$ cat src/rtl/boot_loader_pkg.sv
// Shared types and constants for the byte-stream boot loader.
// The optional trailing checksum byte is enabled by BOOT_LOADER_CHECKSUM_EN.
package boot_loader_pkg;

  localparam int IMEM_ADDR_W = 10;
  localparam int INSTR_W     = 16;
  localparam int BYTE_W      = 8;

  typedef enum logic [2:0] {
    LEN_LO,
    LEN_HI,
    INS_HI,
    INS_LO,
    CSUM,
    DONE,
    ERR
  } state_t;

  // An image may fill the whole instruction memory but no more.
  function automatic logic len_too_big(input logic [15:0] n, input int addr_w);
    return 32'(n) > (32'd1 << addr_w);
  endfunction

endpackage

$ cat src/rtl/boot_loader_fsm.sv
// Loader sequencing: stream state, remaining-word down-counter, write index and byte assembly.
// BOOT_LOADER_CHECKSUM_EN adds the CSUM state and the running XOR of the stream.
//
// state         | meaning
// LEN_LO/LEN_HI | length bytes, little endian
// INS_HI/INS_LO | instruction bytes; the low byte completes a word
// CSUM          | trailing checksum byte (checksum build only)
// DONE/ERR      | image loaded / load failed; wait for reload
module boot_loader_fsm
  import boot_loader_pkg::*;
#(
  parameter int ADDR_W = IMEM_ADDR_W
) (
  input  logic               clk,
  input  logic               reset,
  input  logic               rx_valid,
  input  logic [BYTE_W-1:0]  rx_data,
  input  logic               reload,
  output logic               rx_ready,
  output logic               word_fire,
  output logic [INSTR_W-1:0] word_data,
  output logic [ADDR_W-1:0]  word_index,
  output logic               word_last,
  output logic               finish,
  output logic               fail,
  output logic               restart
);

  localparam logic [ADDR_W:0] LAST_WORD = (ADDR_W+1)'(1);

  state_t            state;
  logic [BYTE_W-1:0] len_lo;
  logic [BYTE_W-1:0] hi_byte;
  logic [ADDR_W:0]   remaining;
  logic [ADDR_W-1:0] index;
  logic [15:0]       len_word;
  logic              xfer;
  logic              len_big;
  logic              len_zero;

  assign xfer       = rx_valid && rx_ready;
  assign len_word   = {rx_data, len_lo};
  assign len_big    = len_too_big(len_word, ADDR_W);
  assign len_zero   = (len_word == 16'd0);
  assign word_fire  = xfer && (state == INS_LO);
  assign word_data  = {hi_byte, rx_data};
  assign word_index = index;
  assign restart    = reload && ((state == DONE) || (state == ERR));

`ifdef BOOT_LOADER_CHECKSUM_EN
  localparam state_t TAIL       = CSUM;
  localparam logic   TAIL_READY = 1'b1;

  logic [BYTE_W-1:0] csum;
  logic              csum_fire;

  assign csum_fire = xfer && (state == CSUM);
  assign word_last = 1'b0;
  assign finish    = csum_fire && (rx_data == csum);
  assign fail      = (xfer && (state == LEN_HI) && len_big) || (csum_fire && (rx_data != csum));

  always_ff @(posedge clk) begin
    if (reset) begin
      csum <= '0;
    end else if (xfer && (state == LEN_LO)) begin
      csum <= rx_data;
    end else if (xfer && (state != CSUM)) begin
      csum <= csum ^ rx_data;
    end
  end
`else
  localparam state_t TAIL       = DONE;
  localparam logic   TAIL_READY = 1'b0;

  assign word_last = (remaining == LAST_WORD);
  assign finish    = xfer && (state == LEN_HI) && len_zero;
  assign fail      = xfer && (state == LEN_HI) && len_big;
`endif

  always_ff @(posedge clk) begin
    if (reset) begin
      state     <= LEN_LO;
      rx_ready  <= 1'b0;
      len_lo    <= '0;
      hi_byte   <= '0;
      remaining <= '0;
      index     <= '0;
    end else begin
      case (state)
        LEN_LO: begin
          rx_ready <= 1'b1;
          index    <= '0;
          if (xfer) begin
            len_lo <= rx_data;
            state  <= LEN_HI;
          end
        end
        LEN_HI: if (xfer) begin
          if (len_big) begin
            state    <= ERR;
            rx_ready <= 1'b0;
          end else if (len_zero) begin
            state    <= TAIL;
            rx_ready <= TAIL_READY;
          end else begin
            state     <= INS_HI;
            remaining <= len_word[ADDR_W:0];
          end
        end
        INS_HI: if (xfer) begin
          hi_byte <= rx_data;
          state   <= INS_LO;
        end
        INS_LO: if (xfer) begin
          index     <= index + 1'b1;
          remaining <= remaining - 1'b1;
          if (remaining == LAST_WORD) begin
            state    <= TAIL;
            rx_ready <= TAIL_READY;
          end else begin
            state <= INS_HI;
          end
        end
        CSUM: if (xfer) begin
          rx_ready <= 1'b0;
          state    <= fail ? ERR : DONE;
        end
        DONE, ERR: if (reload) begin
          state    <= LEN_LO;
          rx_ready <= 1'b1;
        end
        default: begin
          state    <= ERR;
          rx_ready <= 1'b0;
        end
      endcase
    end
  end

endmodule

$ cat src/rtl/boot_loader.sv
// Boot loader top: registered instruction-memory write port, core reset and status flags.
// Build with BOOT_LOADER_CHECKSUM_EN to require a trailing XOR checksum byte.
module boot_loader
  import boot_loader_pkg::*;
#(
  parameter int ADDR_W    = IMEM_ADDR_W,
  parameter int LOAD_BASE = 0
) (
  input  logic               clk,
  input  logic               reset,
  input  logic               rx_valid,
  input  logic [BYTE_W-1:0]  rx_data,
  output logic               rx_ready,
  input  logic               reload,
  output logic               imem_wr_en,
  output logic [ADDR_W-1:0]  imem_wr_addr,
  output logic [INSTR_W-1:0] imem_wr_data,
  output logic               core_reset,
  output logic               done,
  output logic               err
);

  logic               word_fire;
  logic [INSTR_W-1:0] word_data;
  logic [ADDR_W-1:0]  word_index;
  logic               word_last;
  logic               finish;
  logic               fail;
  logic               restart;
  logic               wr_last;

  boot_loader_fsm #(
    .ADDR_W (ADDR_W)
  ) u_fsm (
    .clk        (clk),
    .reset      (reset),
    .rx_valid   (rx_valid),
    .rx_data    (rx_data),
    .reload     (reload),
    .rx_ready   (rx_ready),
    .word_fire  (word_fire),
    .word_data  (word_data),
    .word_index (word_index),
    .word_last  (word_last),
    .finish     (finish),
    .fail       (fail),
    .restart    (restart)
  );

  // Completion after the last word is reported one cycle after its write strobe.
  always_ff @(posedge clk) begin
    if (reset) begin
      imem_wr_en   <= 1'b0;
      imem_wr_addr <= '0;
      imem_wr_data <= '0;
      wr_last      <= 1'b0;
      core_reset   <= 1'b1;
      done         <= 1'b0;
      err          <= 1'b0;
    end else begin
      imem_wr_en <= word_fire;
      wr_last    <= word_fire && word_last;
      if (word_fire) begin
        imem_wr_addr <= ADDR_W'(LOAD_BASE) + word_index;
        imem_wr_data <= word_data;
      end
      if (restart) begin
        done       <= 1'b0;
        err        <= 1'b0;
        core_reset <= 1'b1;
      end else if (fail) begin
        err        <= 1'b1;
        core_reset <= 1'b1;
      end else if (finish || (imem_wr_en && wr_last)) begin
        done       <= 1'b1;
        core_reset <= 1'b0;
      end
    end
  end

endmodule

$ cat config.mk
export PLATFORM = sky130hd
export DESIGN_NAME = boot_loader
export DESIGN_NICKNAME = d
export VERILOG_FILES = /design/src/rtl/boot_loader_pkg.sv /design/src/rtl/boot_loader_fsm.sv /design/src/rtl/boot_loader.sv
export SDC_FILE = /design/constraint.sdc
export NUM_CORES = 1
export LEC_CHECK = 0
export BUFFER_PORTS_ARGS = -buffer_cell sky130_fd_sc_hd__buf_2
export CORE_ASPECT_RATIO = 0.8
export CORE_UTILIZATION = 55
export CTS_BUF_LIST = sky130_fd_sc_hd__clkbuf_16
export CTS_CLUSTER_SIZE = 10
export DETAILED_ROUTE_END_ITERATION = 10
export GPL_ROUTABILITY_DRIVEN = 0
export HOLD_SLACK_MARGIN = 0.02
export MAX_ROUTING_LAYER = met4
export PLACE_DENSITY = 0.77
export RECOVER_POWER = 100
export SYNTH_ARGS = -nofsm -noshare
export SYNTH_HDL_FRONTEND = slang
export SYNTH_SLANG_ARGS = --single-unit
$ cat constraint.sdc
create_clock -name clk -period 4.11 [get_ports clk]
set_input_delay 0.6165 -clock clk [delete_from_list [all_inputs] [get_ports clk]]
set_output_delay 0.6165 -clock clk [all_outputs]
set_load 0.005 [all_outputs]
; Word level (Yosys, flattened, before mapping)
; Cells that the tools add are included.
[word_totals]
output_inout_bits = 31
reg_bits = 72
input_bits = 12
word_cells = 85
[classes]
n_reduce_logical = 24
muxes = 26
bitwise_logic = 2
n_lt_le_gt_ge = 1
n_eq_ne = 17
add_sub_neg = 2
[ops]
columns = operator, count
row1 = $mux 11, 4
row2 = $mux 3, 9
row3 = $pmux 11 s2, 1
row4 = $pmux 10 s2, 1
row5 = $pmux 3 s6, 1
row6 = $gt 16x11->1 const B, 1
row7 = $logic_not 16->1, 1
row8 = $eq 11x1->1 const B, 1
row9 = $sub 11x1->11 const B, 1
row10 = $add 10x1->10 const B, 1
row11 = $mux 10, 1
row12 = $ne 2x1->1 const B, 5
row13 = $eq 3x3->1 const B, 3
row14 = $logic_and 1x1->1, 8
row15 = $ne 2x2->1 const B, 4
row16 = $reduce_and 2->1, 4
row17 = $mux 1, 7
row18 = $reduce_and 7->1, 1
row19 = $eq 3x2->1 const B, 2
row20 = $pmux 1 s6, 1
row21 = $reduce_and 6->1, 1
row22 = $reduce_and 5->1, 1
row23 = $reduce_bool 2->1, 2
row24 = $reduce_or 2->1, 2
row25 = 7 further kinds, 9

; Logic depth before layout (Yosys ltp)
[depth]
word_depth = 6
mapped_depth = 7
mapped_depth_nobuf = 6

; Modules after synthesis
; From an unflattened synthesis, not the netlist that was laid out.
[unflattened]
hier_cells = 377
area_unflattened_um2 = 3445.8
[modules_own_cells]
columns = mod, instances, seq_area_each_um2, cells_per_inst, area_each_um2
row1 = boot_loader_fsm, 1, 820.8, 279, 2334.7
row2 = boot_loader, 1, 620.6, 98, 1111.1

; Worst setup path before layout
; OpenSTA, ideal clock, no wires.
[synth_timing]
kind = in2reg
start = input rx_data[3]
end = register u_fsm.state[0]
path_buffers = 0
setup_ns = 0.060
required_time_ns = 4.050
cell_stages = 5
path_slack_ns = 1.934
arrival_ns = 2.116
path_cell_list = or4_4 -> or2_0 -> or4_1 -> a21oi_1 -> o221a_1
[synth_between]
elab_chain_cells = 5
word_cells_on_any_way = 9
cone_classes = order compare: 1 / mux: 6 / reduce/logical: 2
[synth_rtl]
columns = element, line
row1 = from (decl), boot_loader.sv:12  ; input logic [BYTE_W-1:0] rx_data,
row2 = $gt 16x11->1 / $logic_not 16->1 (equally long branches), "boot_loader_pkg.sv:21, boot_loader_fsm.sv:44"
row3 = $logic_and 1x1->1 / $mux 3 (equally long branches), "boot_loader_fsm.sv:77, boot_loader_fsm.sv:102"
row4 = $mux 2 / $mux 3 (equally long branches), "boot_loader_fsm.sv:126, boot_loader_fsm.sv:99"
row5 = "$mux 3, on equally long branches", "boot_loader_fsm.sv:124, boot_loader_fsm.sv:98"
row6 = $pmux 3 s6 (*), boot_loader_fsm.sv:89  ; case (state)
row7 = to (signal assigned), boot_loader_fsm.sv:126  ; state <= fail ? ERR : DONE;
row8 = to (decl), boot_loader_fsm.sv:31  ; state_t state;
; Mark *: on every way between the ends. The rest lies on a longest branch, timed or not. The select of a mux whose other input is x is not followed.
; A chain may end at the register's enable or synchronous reset.

; Worst setup path after layout
[layout_timing]
start = register u_fsm.len_lo[4]
end = register u_fsm.remaining[1]
[layout_between]
elab_chain_cells = 3
word_cells_on_any_way = 5
cone_classes = order compare: 1 / eq/ne: 2 / reduce/logical: 2
[layout_rtl]
columns = element, line
row1 = from (decl), boot_loader_fsm.sv:32  ; logic [BYTE_W-1:0] len_lo;
row2 = from (signal assigned), boot_loader_fsm.sv:94  ; len_lo <= rx_data;
row3 = $gt 16x11->1 / $logic_not 16->1 (equally long branches), "boot_loader_pkg.sv:21, boot_loader_fsm.sv:44"
row4 = $ne 2x2->1 (no line), n/a
row5 = $reduce_and 5->1 (no line) (*), n/a
row6 = to (signal assigned), boot_loader_fsm.sv:107  ; remaining <= len_word[ADDR_W:0];
row7 = to (signal assigned), boot_loader_fsm.sv:116  ; remaining <= remaining - 1'b1;
row8 = to (decl), boot_loader_fsm.sv:34  ; logic [ADDR_W:0] remaining;
; Mark *: on every way between the ends. The rest lies on a longest branch, timed or not.

==> results.json <==
{
  "status": "complete, no violations",
  "crit_fanout": 11,
  "antenna_found_initial": 0,
  "cts_resized": 0,
  "critical_path_required_ps": 4290,
  "latest_clock_arrival_within_the_worst_skew_pair_ps": 330,
  "htreeDepth": 3,
  "worst_slew_pin_slew_ps": 1150,
  "slew_headroom_pct": 23.1,
  "drcViolationCount": 0,
  "number_of_cells_on_the_critical_path": 5,
  "ctsHoldBuffers": 0,
  "detail-route-antenna-nets": 0,
  "leakage_nw": 1.38,
  "met3RoutedLength_um": 488,
  "post_dp_cell_area_um2": 3450,
  "setup.worst_path.end_class": "flop",
  "cp_data_arrival_time_ps": 2960,
  "synthDistinctLibCells": 52,
  "boundaryPins": 43,
  "switching_share_pct": 24.5,
  "first_global_vias": 2779,
  "cts.sink_count": 72,
  "worst_r2r_path_depth": 5,
  "path_buf_inv": 0,
  "synthCells": 396,
  "grt_max_degree": 63,
  "area_growth_pct": 16.3,
  "intPower_mw": 1.30,
  "critical_path_class": "reg2reg",
  "mostFrequentLayoutCell": "sky130_fd_sc_hd__nand2_1",
  "edff_count_synth": 0,
  "drt_iter0_markers": 336,
  "port-buffer-count": 42,
  "globalRoute.totalOverflow": 0,
  "ys.warnings.count": 0,
  "mean_area_per_synthesized_cell_um2": 8.15,
  "p_comb_share_pct": 8.8,
  "fin_skew_ps": 6.42,
  "min_path_type": "reg2reg",
  "die_height_um": 70.5,
  "antenna_cells_inserted": 0,
  "net_total_in_the_final_layout": 442,
  "post-cts-setup-buffers": 0,
  "synth_nets": 411,
  "critical_path.cell_chain": "nor4_1, nand4_1, a31oi_1, or2_0, o21ai_0",
  "fin_tns_setup_ps": 0,
  "synth_seq_cells": 72,
  "post_drt_via_cell_ratio": 5.97,
  "synthFlopType": "sky130_fd_sc_hd__dfxtp_1",
  "timing.final.setup_violations": 0,
  "rsz0062_at_grt": "false",
  "tritoncts": "built",
  "netlist.area_leader.share_pct": 44.7,
  "slowest_delay_ps": 750,
  "share_seq_of_total_power_pct": 42.9,
  "effective_utilization_at_floorplan_pct": 58.1,
  "synth_seq_area_share_pct": 44.7,
  "core-area_um2": 5560,
  "clk_pin_slew_worst_paths_ps": 60,
  "final_hold_viol_count": 0,
  "critical_path_cell_with_the_highest_stage_delay": "sky130_fd_sc_hd__a31oi_1",
  "vias": 3039,
  "worst_hold_path.num_cells": 2,
  "drt-wirelength-per-cell_um": 15.6,
  "post-route-min-period_ps": 2780,
  "timing.final.crit_share_pct": 67.6,
  "routed-wl-met2_mm": 3.69,
  "finalMaxSlewViolations": 0,
  "route.top_layer_used": "met4",
  "post_synth_instance_area_um2": 3230,
  "routed_wl_mm": 7.92,
  "cpLargestDelayFamily": "simple AND/OR/NAND/NOR gates",
  "worst_ir_drop_vdd_mv": 0.287,
  "post-route-cell-area_um2": 3750,
  "setup.worst_path.start_class": "flop",
  "max-cap-violations": 0,
  "met1_length_mm": 3.67,
  "fp.dieW_um": 87.6,
  "die_area_um2": 6180,
  "cts.path.max_buffers": 2,
  "netlist.top_cell.by_area": "sky130_fd_sc_hd__dfxtp_1",
  "cts_root_buffer": "sky130_fd_sc_hd__clkbuf_16",
  "power_density_nw_per_um2": 459,
  "cts_made_buffers": 9,
  "grt_first_pass_wirelength_mm": 13.2,
  "layout_common_cells": "sky130_fd_sc_hd__nand2_1 (80), sky130_fd_sc_hd__dfxtp_1 (72), sky130_fd_sc_hd__nor2_1 (41)",
  "netSwitchingPower_uw": 423,
  "yosys-top-cells-area": "sky130_fd_sc_hd__dfxtp_1 (45%), sky130_fd_sc_hd__nand2_1 (9.3%), sky130_fd_sc_hd__a21oi_1 (5.9%), sky130_fd_sc_hd__nor2_1 (4.8%), sky130_fd_sc_hd__mux2i_1 (4.7%)",
  "drt_pre_antenna_iters": 5,
  "postSynth.asyncResetShare_pct": 0,
  "clock_power_share_pct": 48.3,
  "cell_rows": 24,
  "maxClockFrequency_ghz": 0.360,
  "dp_hpwl_mm": 5.06,
  "grt.total_usage_pct": 28.4,
  "fraction_of_final_layout_cells_sized_beyond_drive_strength_1_pct": 12.3
}
-- routing by layer --
metal	up-vias	global-route usage, %
li1	1466	-
met2	132	42.4
met4	0	6.92
met1	1431	38.2
met5	-	-
met3	10	7.80
-- through the flow --
step | utilization (%) | hold WS, ps | setup slack [ps] | total power, mW | std cells
CTS | 67.9 | 452 | 1440 | 1.73 | 509
global placement | 62.2 | 439 | 1220 | 0.898 | 494
global route | 67.5 | 468 | 1040 | 1.78 | 509
floorplan | - | 431 | 1930 | 0.858 | 396
detailed placement | 62.2 | 445 | 1110 | 0.901 | 494
finish | 67.5 | 451 | 1330 | 1.72 | 509
-- synthesized netlist by cell type, drive strengths merged, types with 2 or more instances --
library cell	number
clkbuf	19
buf	5
and2	4
a31oi	3
dfxtp	72
o21ai	8
inv	6
or3	3
a21oi	38
a221oi	2
and4	2
xor2	7
or2	4
nand4	7
mux2i	15
ha	3
o31ai	6
or4	3
nand2b	3
o311ai	5
nor2	42
a211oi	4
nand3	4
o21a	2
nor4	6
a21boi	2
a22oi	5
nor3	10
nor3b	2
nand2	80
o32ai	6
and3	2
o211ai	3
-- cell type report --
cell class,count,area (µm²)
fillers,475,1800
repair buffers,44,208
multi-input cells,293,1660
flip-flops and latches,72,1440
well taps,78,97.6
clock buffers,9,225
inverters,7,26.3
clock inverters,6,92.6
-- logic make-up (layout without fill, tap and decap cells) --
logic type	Yosys count	after routing	synth area share, %
multiplexers	16	16	5.00
AO/OA/AOI/OAI	92	92	18.7
adder cells (fa/ha/maj)	3	3	1.16
AND/OR/NAND/NOR	175	175	24.8
XOR/XNOR	7	7	1.90
flip-flops	72	72	44.7
buffers and inverters	31	66	3.72
-- tightest hold or removal path, cell delays in order (launching register included) --
cell	delay (ps)
sky130_fd_sc_hd__dfxtp_1	300
sky130_fd_sc_hd__nand2_1	50
sky130_fd_sc_hd__a21oi_1	50
-- state kept, by name, summed over array words and instances, names as in the netlist --
name              cells
imem_wr_data         16
u_fsm.remaining      11
imem_wr_addr         10
u_fsm.word_index     10
u_fsm.hi_byte         8
u_fsm.len_lo          8
u_fsm.state           3
core_reset            1
done                  1
err                   1
imem_wr_en            1
u_fsm.rx_ready        1
wr_last               1
-- power groups by stage --
stage	combinational [mW]	sequential, mW	clock [mW]
final	0.151	0.739	0.832
after CTS	0.150	0.738	0.844
after detailed placement	0.148	0.753	0
after floorplan	0.117	0.741	0
after global routing	0.166	0.741	0.876
after global placement	0.146	0.752	0
-- final timing paths --
path	from	slack (ps)	endpoint
setup / recovery	u_fsm.len_lo[4]	1330	u_fsm.remaining[1]
hold / removal	imem_wr_data[13]	450	imem_wr_data[13]
setup reg to reg	u_fsm.len_lo[4]	1330	u_fsm.remaining[1]
hold reg to reg	imem_wr_data[13]	450	imem_wr_data[13]
Power figures use the tool's default switching activity.
